===== src/rtl/asa_noc_pkg.sv =====
`timescale 1ns/1ps
`default_nettype none
// ============================================================================
// asa_noc_pkg : message types, packet constants and decoder states for the
//               ASA tile NoC request/response path.
// Revision    : 1.0
// ============================================================================
package asa_noc_pkg;

  localparam int         ASA_NOC_PAYLOAD_BEATS = 8;
  localparam logic [3:0] ASA_NOC_KEEP_FULL     = 4'hF;

  typedef struct packed {
    logic [63:0] addr;
    logic [63:0] key;
    logic [63:0] data;
  } ASAReqMsg;

  typedef struct packed {
    logic [63:0] data;
    logic [7:0]  status;
  } ASARespMsg;

  // Payload states are consecutive so the decoder can advance with +1.
  typedef enum logic [3:0] {
    HDR   = 4'd0,
    A_HI  = 4'd1,
    A_LO  = 4'd2,
    K_HI  = 4'd3,
    K_LO  = 4'd4,
    D_HI  = 4'd5,
    D_LO  = 4'd6,
    PAD0  = 4'd7,
    PAD1  = 4'd8,
    HOLD  = 4'd9,
    DRAIN = 4'd10
  } asa_noc_dec_state_e;

endpackage
`default_nettype wire


===== src/rtl/asa_sat_cnt.sv =====
`timescale 1ns/1ps
`default_nettype none
// ============================================================================
// asa_sat_cnt : W-bit up counter that sticks at all-ones, with sync clear.
// Revision    : 1.0
// ============================================================================
module asa_sat_cnt #(
  parameter int W = 8
) (
  input  logic         clk_ctrl,
  input  logic         clk_ctrl_rst_low,
  input  logic         inc,
  input  logic         clr,
  output logic [W-1:0] q
);

  logic [W-1:0] r_q;

  always_ff @(posedge clk_ctrl or negedge clk_ctrl_rst_low) begin
    if (!clk_ctrl_rst_low) begin
      r_q <= '0;
    end else if (clr) begin
      r_q <= '0;
    end else if (inc && (r_q != {W{1'b1}})) begin
      r_q <= r_q + 1'b1;
    end
  end

  assign q = r_q;

endmodule
`default_nettype wire


===== src/rtl/asa_noc_req_dec.sv =====
`timescale 1ns/1ps
`default_nettype none
// ============================================================================
// asa_noc_req_dec : rebuilds ASA request messages from 9-beat NoC packets.
// Revision        : 1.0
// ============================================================================
module asa_noc_req_dec
  import asa_noc_pkg::*;
#(
  parameter int PAYLOAD_BEATS = 8,
  parameter int ERR_CNT_W     = 8
) (
  input  logic                 clk_ctrl,
  input  logic                 clk_ctrl_rst_low,
  input  logic                 stream_in_TVALID,
  output logic                 stream_in_TREADY,
  input  logic [31:0]          stream_in_TDATA,
  input  logic [3:0]           stream_in_TKEEP,
  input  logic                 stream_in_TLAST,
  output logic [31:0]          header_in,
  output logic                 header_in_vld,
  output logic                 req_val,
  input  logic                 req_rdy,
  output ASAReqMsg             req_msg,
  output logic [ERR_CNT_W-1:0] err_cnt
);

  // Any other payload length is unsupported: such a build never accepts beats.
  localparam logic c_beats_ok = (PAYLOAD_BEATS == ASA_NOC_PAYLOAD_BEATS);

  asa_noc_dec_state_e r_state;
  asa_noc_dec_state_e w_next;
  logic               r_live;
  logic [31:0]        r_header;
  logic               r_hdr_vld;
  ASAReqMsg           r_msg;
  logic               w_beat;
  logic               w_keep_bad;
  logic               w_err;

  // r_live keeps TREADY low while reset is held, without a reset-to-output path.
  assign stream_in_TREADY = r_live & c_beats_ok & (r_state != HOLD);
  assign w_beat           = stream_in_TVALID & stream_in_TREADY;
  assign w_keep_bad       = (stream_in_TKEEP != ASA_NOC_KEEP_FULL);

  always_comb begin
    w_next = r_state;
    w_err  = 1'b0;
    unique case (r_state)
      HDR, A_HI, A_LO, K_HI, K_LO, D_HI, D_LO, PAD0: begin
        if (w_beat) begin
          if (w_keep_bad || stream_in_TLAST) begin
            w_err  = 1'b1;
            w_next = stream_in_TLAST ? HDR : DRAIN;
          end else begin
            w_next = asa_noc_dec_state_e'(r_state + 4'd1);
          end
        end
      end
      PAD1: begin
        if (w_beat) begin
          if (w_keep_bad || !stream_in_TLAST) begin
            w_err  = 1'b1;
            w_next = stream_in_TLAST ? HDR : DRAIN;
          end else begin
            w_next = HOLD;
          end
        end
      end
      HOLD: begin
        if (req_rdy) begin
          w_next = HDR;
        end
      end
      DRAIN: begin
        if (w_beat && stream_in_TLAST) begin
          w_next = HDR;
        end
      end
      default: w_next = HDR;
    endcase
  end

  always_ff @(posedge clk_ctrl or negedge clk_ctrl_rst_low) begin
    if (!clk_ctrl_rst_low) begin
      r_state   <= HDR;
      r_live    <= 1'b0;
      r_header  <= '0;
      r_hdr_vld <= 1'b0;
      r_msg     <= '0;
    end else begin
      r_live    <= 1'b1;
      r_state   <= w_next;
      r_hdr_vld <= 1'b0;
      // Header is published even for packets that later turn out bad.
      if (w_beat && (r_state == HDR)) begin
        r_header  <= stream_in_TDATA;
        r_hdr_vld <= 1'b1;
      end
      if (w_beat && !w_err) begin
        case (r_state)
          A_HI:    r_msg.addr[63:32] <= stream_in_TDATA;
          A_LO:    r_msg.addr[31:0]  <= stream_in_TDATA;
          K_HI:    r_msg.key[63:32]  <= stream_in_TDATA;
          K_LO:    r_msg.key[31:0]   <= stream_in_TDATA;
          D_HI:    r_msg.data[63:32] <= stream_in_TDATA;
          D_LO:    r_msg.data[31:0]  <= stream_in_TDATA;
          default: ;
        endcase
      end
    end
  end

  asa_sat_cnt #(
    .W (ERR_CNT_W)
  ) u_err_cnt (
    .clk_ctrl         (clk_ctrl),
    .clk_ctrl_rst_low (clk_ctrl_rst_low),
    .inc              (w_err),
    .clr              (1'b0),
    .q                (err_cnt)
  );

  assign header_in     = r_header;
  assign header_in_vld = r_hdr_vld;
  assign req_val       = (r_state == HOLD);
  assign req_msg       = r_msg;

endmodule
`default_nettype wire

===== config.mk =====
export PLATFORM = sky130hd
export DESIGN_NAME = asa_noc_req_dec
export DESIGN_NICKNAME = d
export VERILOG_FILES = /design/src/rtl/asa_noc_pkg.sv /design/src/rtl/asa_sat_cnt.sv /design/src/rtl/asa_noc_req_dec.sv
export SDC_FILE = /design/constraint.sdc
export NUM_CORES = 1
export LEC_CHECK = 0
export BUFFER_PORTS_ARGS = -buffer_cell sky130_fd_sc_hd__clkbuf_2
export CAP_MARGIN = 20
export CORE_ASPECT_RATIO = 0.9
export CORE_MARGIN = 2
export CORE_UTILIZATION = 25
export CTS_BUF_LIST = sky130_fd_sc_hd__clkbuf_4 sky130_fd_sc_hd__clkbuf_8
export DETAILED_ROUTE_END_ITERATION = 10
export SETUP_SLACK_MARGIN = 0.4
export SKIP_LAST_GASP = 1
export SYNTH_ARGS = -nofsm -noshare
export SYNTH_HDL_FRONTEND = slang
export SYNTH_SLANG_ARGS = --single-unit

===== constraint.sdc =====
create_clock -name clk_ctrl -period 2 [get_ports clk_ctrl]
set_input_delay 0.4 -clock clk_ctrl [delete_from_list [all_inputs] [get_ports clk_ctrl]]
set_output_delay 0.4 -clock clk_ctrl [all_outputs]
set_load 0.05 [all_outputs]

Yosys cells after proc, flatten, opt, wreduce, memory -nomap -nowiden
Index checks and enable logic that the tools add are counted.

storage, ports and cells
  flip-flop bits (word level) = 238
  input port bits = 41
  output and inout bits = 235
  word-level logic and storage cells = 63

cells by class
  add/subtract/negate cells = 2
  eq/ne operators = 17
  multiplexer cells = 14
  bitwise logic cells = 2
  reduce and logical (&&, ||, !) cells = 17

operators by type and width
  cell                                                                     number
  4-bit 2-to-1 mux                                                         7
  4-bit by 3-bit equality test with 1-bit output, second input constant    4
  4-bit case mux with 4 select lines                                       1
  4-bit equality test, second input constant                               3
  2-bit AND reduction                                                      6
  8-bit by 1-bit adder with 8-bit output, second input constant            1
  4-bit by 2-bit equality test with 1-bit output, second input constant    2
  4-bit inequality test, second input constant                             2
  8-bit inequality test, second input constant                             1
  8-bit OR reduction                                                       1
  2-bit inequality test, second input constant                             3
  1-bit 2-to-1 mux                                                         5
  4-bit by 1-bit adder with 4-bit output, second input constant            1
  4-bit by 1-bit equality test with 1-bit output, second input constant    1
  1-bit logical AND                                                        4
  4-bit zero test                                                          1
  4-bit AND reduction                                                      1
  1-bit bitwise AND                                                        2
  1-bit zero test                                                          2
  1-bit logical OR                                                         2
  2-bit by 1-bit inequality test with 1-bit output, second input constant  1
  1-bit case mux with 2 select lines                                       1

Logic depth before layout (Yosys ltp)
  depth in word-level cells = 8
  gate-level depth with buffers = 9
  gate-level depth less buffers = 7

Modules after synthesis
A second synthesis with hierarchy kept.

unflattened totals
  cells, all modules = 592
  area total of the unflattened synthesis = 9,340.2 µm²

modules (own cells, without submodules)
  module           instances  cells an instance  area an instance (µm²)  seq. area each (µm²)
  asa_noc_req_dec  1          543                8,876.0                 5,755.5
  asa_sat_cnt      1          49                 464.2                   200.2

Worst setup path after synthesis
Ideal clock, no wire load.

  path kind = register to register
  start point = register r_state[0]
  end point = register r_msg (netlist bit req_msg[100])
  setup time = 0.128 ns
  arrival = 2.080 ns
  required time = 1.872 ns
  path slack = -0.208 ns
  stages on the path, launching flop included = 10
  buffers on the path = 2
  clock period less this slack = 2.208 ns
  path through = dfrtp_1 > inv_1 > ha_1 > nor4_2 > a211oi_2 > o21ai_1 > and3_1 > buf_2 > buf_4 > mux2_1

on the way
  cells in the longest elaborated chain, start to end = 8
  elaborated cells between the ends (all ways) = 19
  those cells by class = eq/ne: 9; mux: 3; bitwise: 2; reduce/logical: 5

RTL lines
  what                                        RTL line                                      source
  from (decl)                                 asa_noc_req_dec.sv:31                         asa_noc_dec_state_e r_state;
  from (signal assigned)                      asa_noc_req_dec.sv:93                         r_state <= w_next;
  4-bit inequality test                       asa_noc_req_dec.sv:42                         assign stream_in_TREADY = r_live & c_beats_ok & (r_state != HOLD);
  1-bit bitwise AND                           asa_noc_req_dec.sv:42
  1-bit bitwise AND                           asa_noc_req_dec.sv:43                         assign w_beat = stream_in_TVALID & stream_in_TREADY;
  1-bit 2-to-1 mux, on equally long branches  asa_noc_req_dec.sv:61, asa_noc_req_dec.sv:51
  1-bit case mux with 2 select lines          asa_noc_req_dec.sv:49                         unique case (r_state)
  1-bit zero test                             asa_noc_req_dec.sv:100                        if (w_beat && !w_err) begin
  1-bit logical AND                           asa_noc_req_dec.sv:100
  2-bit AND reduction (no line) (*)           -
  to (decl)                                   asa_noc_req_dec.sv:36                         ASAReqMsg r_msg;

Mark *: on every way between the ends. The rest lies on a longest branch, timed or not.
A chain may end at the register's enable or synchronous reset.

Final worst setup path
  start point = register r_state[0]
  end point = register r_msg (netlist bit req_msg[142])

The elaborated chain is that of the path after synthesis.

==> flow_summary_export.csv <==
group,metric,value,unit
floorplanning,die_h,185,um
timing,setup_viol,203,
timing,fin_crit_sh,1.07,
pwr,power.total,16.8,mW
logic_synthesis,async_reset_ff_frac,1.00,
timing,setup_slack,-145,ps
placement,gp_congestion,0.769,
logic_synthesis,synth_cell_types,36,
cells_and_area,num-fill-cells,3506,
logic_synthesis,synth_top_area_frac,0.651,
global_route,grt_pass1_vias,6612,
cells_and_area,seqCellArea,5960,um^2
placement,dpl_cell_area,11600,um^2
logic_synthesis,synth_seq_cells,238,
logic_synthesis,syn-num-nets,616,
logic_synthesis,synth_top_cell_by_area,"dfrtp_1",
timing,max_slew_margin,0.649,
logic_synthesis,syn_avg_cell_area,16.0,um^2
floorplanning,die-area,38100,um^2
global_route,grt_max_degree,56,
critical_path,required,2420,ps
global_route,antenna_found_initial,0,
floorplanning,pin_count,276,
routing,routed_wl,26400,um
run_status,status,"complete, but fails checks",
floorplanning,num_rows,66,
timing,slew_viol_final,0,
placement,portBuffers,275,
critical_path,worstPathArrival,2560,ps
routing,ant_nets,0,
critical_path,crit_chain,"inv_4 -> ha_4 -> nand3b_1 -> xnor2_2 -> o21ai_2 -> buf_4 -> nand3_4 -> buf_12 -> buf_8 -> mux2_2",
critical_path,cp_slowest_stage_delay,450,ps
floorplanning,fp.dieW,206,um
cells_and_area,fin_util,0.378,
timing,post-route-min-period,2150,ps
cells_and_area,multi_input_comb_area,3230,um^2
clocking,clock_sinks,238,
timing,finalHoldViolCount,0,
critical_path,end_kind,"register",
floorplanning,start_util,0.253,
critical_path,crit_family,"buffers and inverters",
min_path,hold_class,"input pin to register",
global_route,grt_overflow_total,0,
pwr,powerDensity,1230,nW/um^2
run_status,violations,"negative setup slack",
cells_and_area,drive_above_1_share,0.648,
clocking,cts.clk_slew.worst_paths,60,ps
routing,dr.pass1.iters,4,
floorplanning,placeableCoreArea,36100,um^2
routing,drc,0,
clocking,clockRootBuffer,"clkbuf_8",
critical_path,critPathLaunchType,"register",
cells_and_area,fin_cells,1440,
placement,dp.cells,1337,
logic_synthesis,synth_edf_count,0,
logic_synthesis,syn-cell-area,9150,um^2
timing,finalClockSkew,24.7,ps
critical_path,cp_slowest_cell,"dfrtp_2",
routing,drt_iter0_drc,140,
logic_synthesis,synth_area_leaders,"dfrtp_1 65%, mux2_2 21%, mux2_1 7.4%",
routing,viasPerCell,4.29,
pwr,p_leak,7.15,nW
timing,clock.fmax,466,MHz
routing,wl_per_cell,18.3,um
clocking,cts_tree,"done",
logic_synthesis,synthCells,570,
cells_and_area,final_area,13600,um^2
critical_path,path_class,"register to register",
clocking,cts_made_buffers,42,
placement,dp_hpwl,17800,um
cells_and_area,nNetsFinal,980,
clocking,htreeDepth,2,
global_route,gr-usage-all-layers,0.137,
timing,worst_pin_slew,527,ps
job,cap_violations,0,
logic_synthesis,ys.flop_type,"dfrtp_1",
critical_path,cp_max_fo,5,
clocking,cts_buffer_depth,3,
timing,rsz0062_at_grt,"true",
cells_and_area,area_growth,48.9,%
global_route,grt_pass1_wl,39500,um
logic_synthesis,ys_warn_count,0,
cells_and_area,antennaDiodeCount,0,
clocking,insertion_delay,550,ps
routing,num_vias,6173,
critical_path,crit_buf_inv,4,
pwr,vdd_drop_max,0.000896,V
logic_synthesis,ys_seq_area_frac,0.651,
## sequential cells by signal, indices dropped and copies added, names as in the netlist
signal and count:
header_in_vld 1, r_state 4, u_err_cnt.q 8, r_live 1
header_in 32, req_msg 192
## area by class of cell
| cell class | instances | area share |
|---|---|---|
| clock inverters | 12 | 0.00726 |
| clock buffers | 62 | 0.0571 |
| well taps | 476 | 0.0437 |
| multi-input cells | 302 | 0.237 |
| inverters | 5 | 0.00175 |
| flip-flops and latches | 238 | 0.438 |
| repair buffers | 345 | 0.215 |
## stage by stage
stage	setup TNS, ps	hold WS [ps]	setup WS (ps)
3_3_place_gp	-24110	390	-209
6_report	-20210	169	-145
4_1_cts	-16440	118	-120
2_1_floorplan	-1680	104	-31.1
5_1_grt	-36170	149	-248
3_5_place_dp	-30930	390	-225
## where the power goes
part	leakage, nW	switching (mW)	internal, mW
clock	0.463	2.00	2.64
combinational	3.48	4.02	2.09
sequential	3.20	0.464	5.60
## what timing repair did
item                                    CTS  global route
endpoints found under the setup margin  471           426
cloned                                    3             0
pin swaps                                 7             7
buffers inserted                         20             5
hold buffers                              1             0
endpoints found under the hold margin    46             0
resized for setup                       229             6
## metal layers
| metal | vias to the layer above | GRT usage | routed length, um | part of all wire |
|---|---|---|---|---|
| met4 | 0 | 0.0469 | 611 | 0.023 |
| met2 | 200 | 0.226 | 12500 | 0.47 |
| met5 | - | 0 | 0 | 0 |
| met1 | 3146 | 0.170 | 11300 | 0.43 |
| met3 | 47 | 0.0438 | 1970 | 0.075 |
| li1 | 2780 | - | - | - |
## worst reg2reg max path, delay by kind of cell (launching register included)
family / cells / cell delay, ps
XOR/XNOR: 1 / 190
multiplexers: 1 / 260
AO/OA/AOI/OAI: 1 / 190
flip-flops: 1 / 450
AND/OR/NAND/NOR: 2 / 230
adder cells (fa/ha/maj): 1 / 170
buffers and inverters: 4 / 540
## logic make-up after synthesis
kind of cell / count (synthesis) / synth area share
muxes: 228 / 0.281
other: 1 / 0.000410
xor gates and xnor gates: 6 / 0.00574
adders and majority gates: 5 / 0.00684
buffers and inverters: 30 / 0.0168
and+or+nand+nor: 43 / 0.0239
AOI/OAI and AO/OA: 19 / 0.0145
DFF: 238 / 0.651
## cells in the final DEF (no fill, tap or decap), drive strengths merged, types with 3 or more instances in the layout
cell type	synthesis	final
nand2	12	12
nor2b	4	4
ha	5	5
nand4	3	3
clkinvlp	0	3
clkinv	0	7
nor2	8	8
clkbuf	1	336
buf	24	70
mux2	228	228
nor3	4	4
dfrtp	238	238
inv	5	6
o21ai	4	4
nand3	3	3
and3	4	4
a21oi	4	4
xor2	5	5
## final timing paths
| check | startpoint | to | slack, ps | cells past startpoint |
|---|---|---|---|---|
| max | r_state[0]$_DFFE_PN0P_ | req_msg[142]$_DFFE_PN0P_ | -150 | 10 |
| min | stream_in_TDATA[24] | req_msg[184]$_DFFE_PN0P_ | 170 | 2 |
| max reg2reg | r_state[0]$_DFFE_PN0P_ | req_msg[142]$_DFFE_PN0P_ | -150 | 10 |
| min reg2reg | req_msg[116]$_DFFE_PN0P_ | req_msg[116]$_DFFE_PN0P_ | 480 | 1 |
| max in group asynchronous | clk_ctrl_rst_low | req_msg[163]$_DFFE_PN0P_ | 980 | 3 |
| min in group asynchronous | clk_ctrl_rst_low | r_live$_DFF_PN0_ | 400 | 2 |
## synth_stat cells, types with 2 or more instances
cell,count
o21a_1,2
buf_4,6
inv_1,5
nand4_1,3
mux2_1,60
buf_1,3
nand3_1,3
o21ai_0,3
nand2_1,12
mux2_2,168
ha_1,5
buf_2,15
nor2_1,8
dfrtp_1,238
a21oi_1,4
and2_1,2
and3_1,4
nor2b_1,4
nor3_1,4
xor2_1,5
Power figures use the tool's default switching activity.
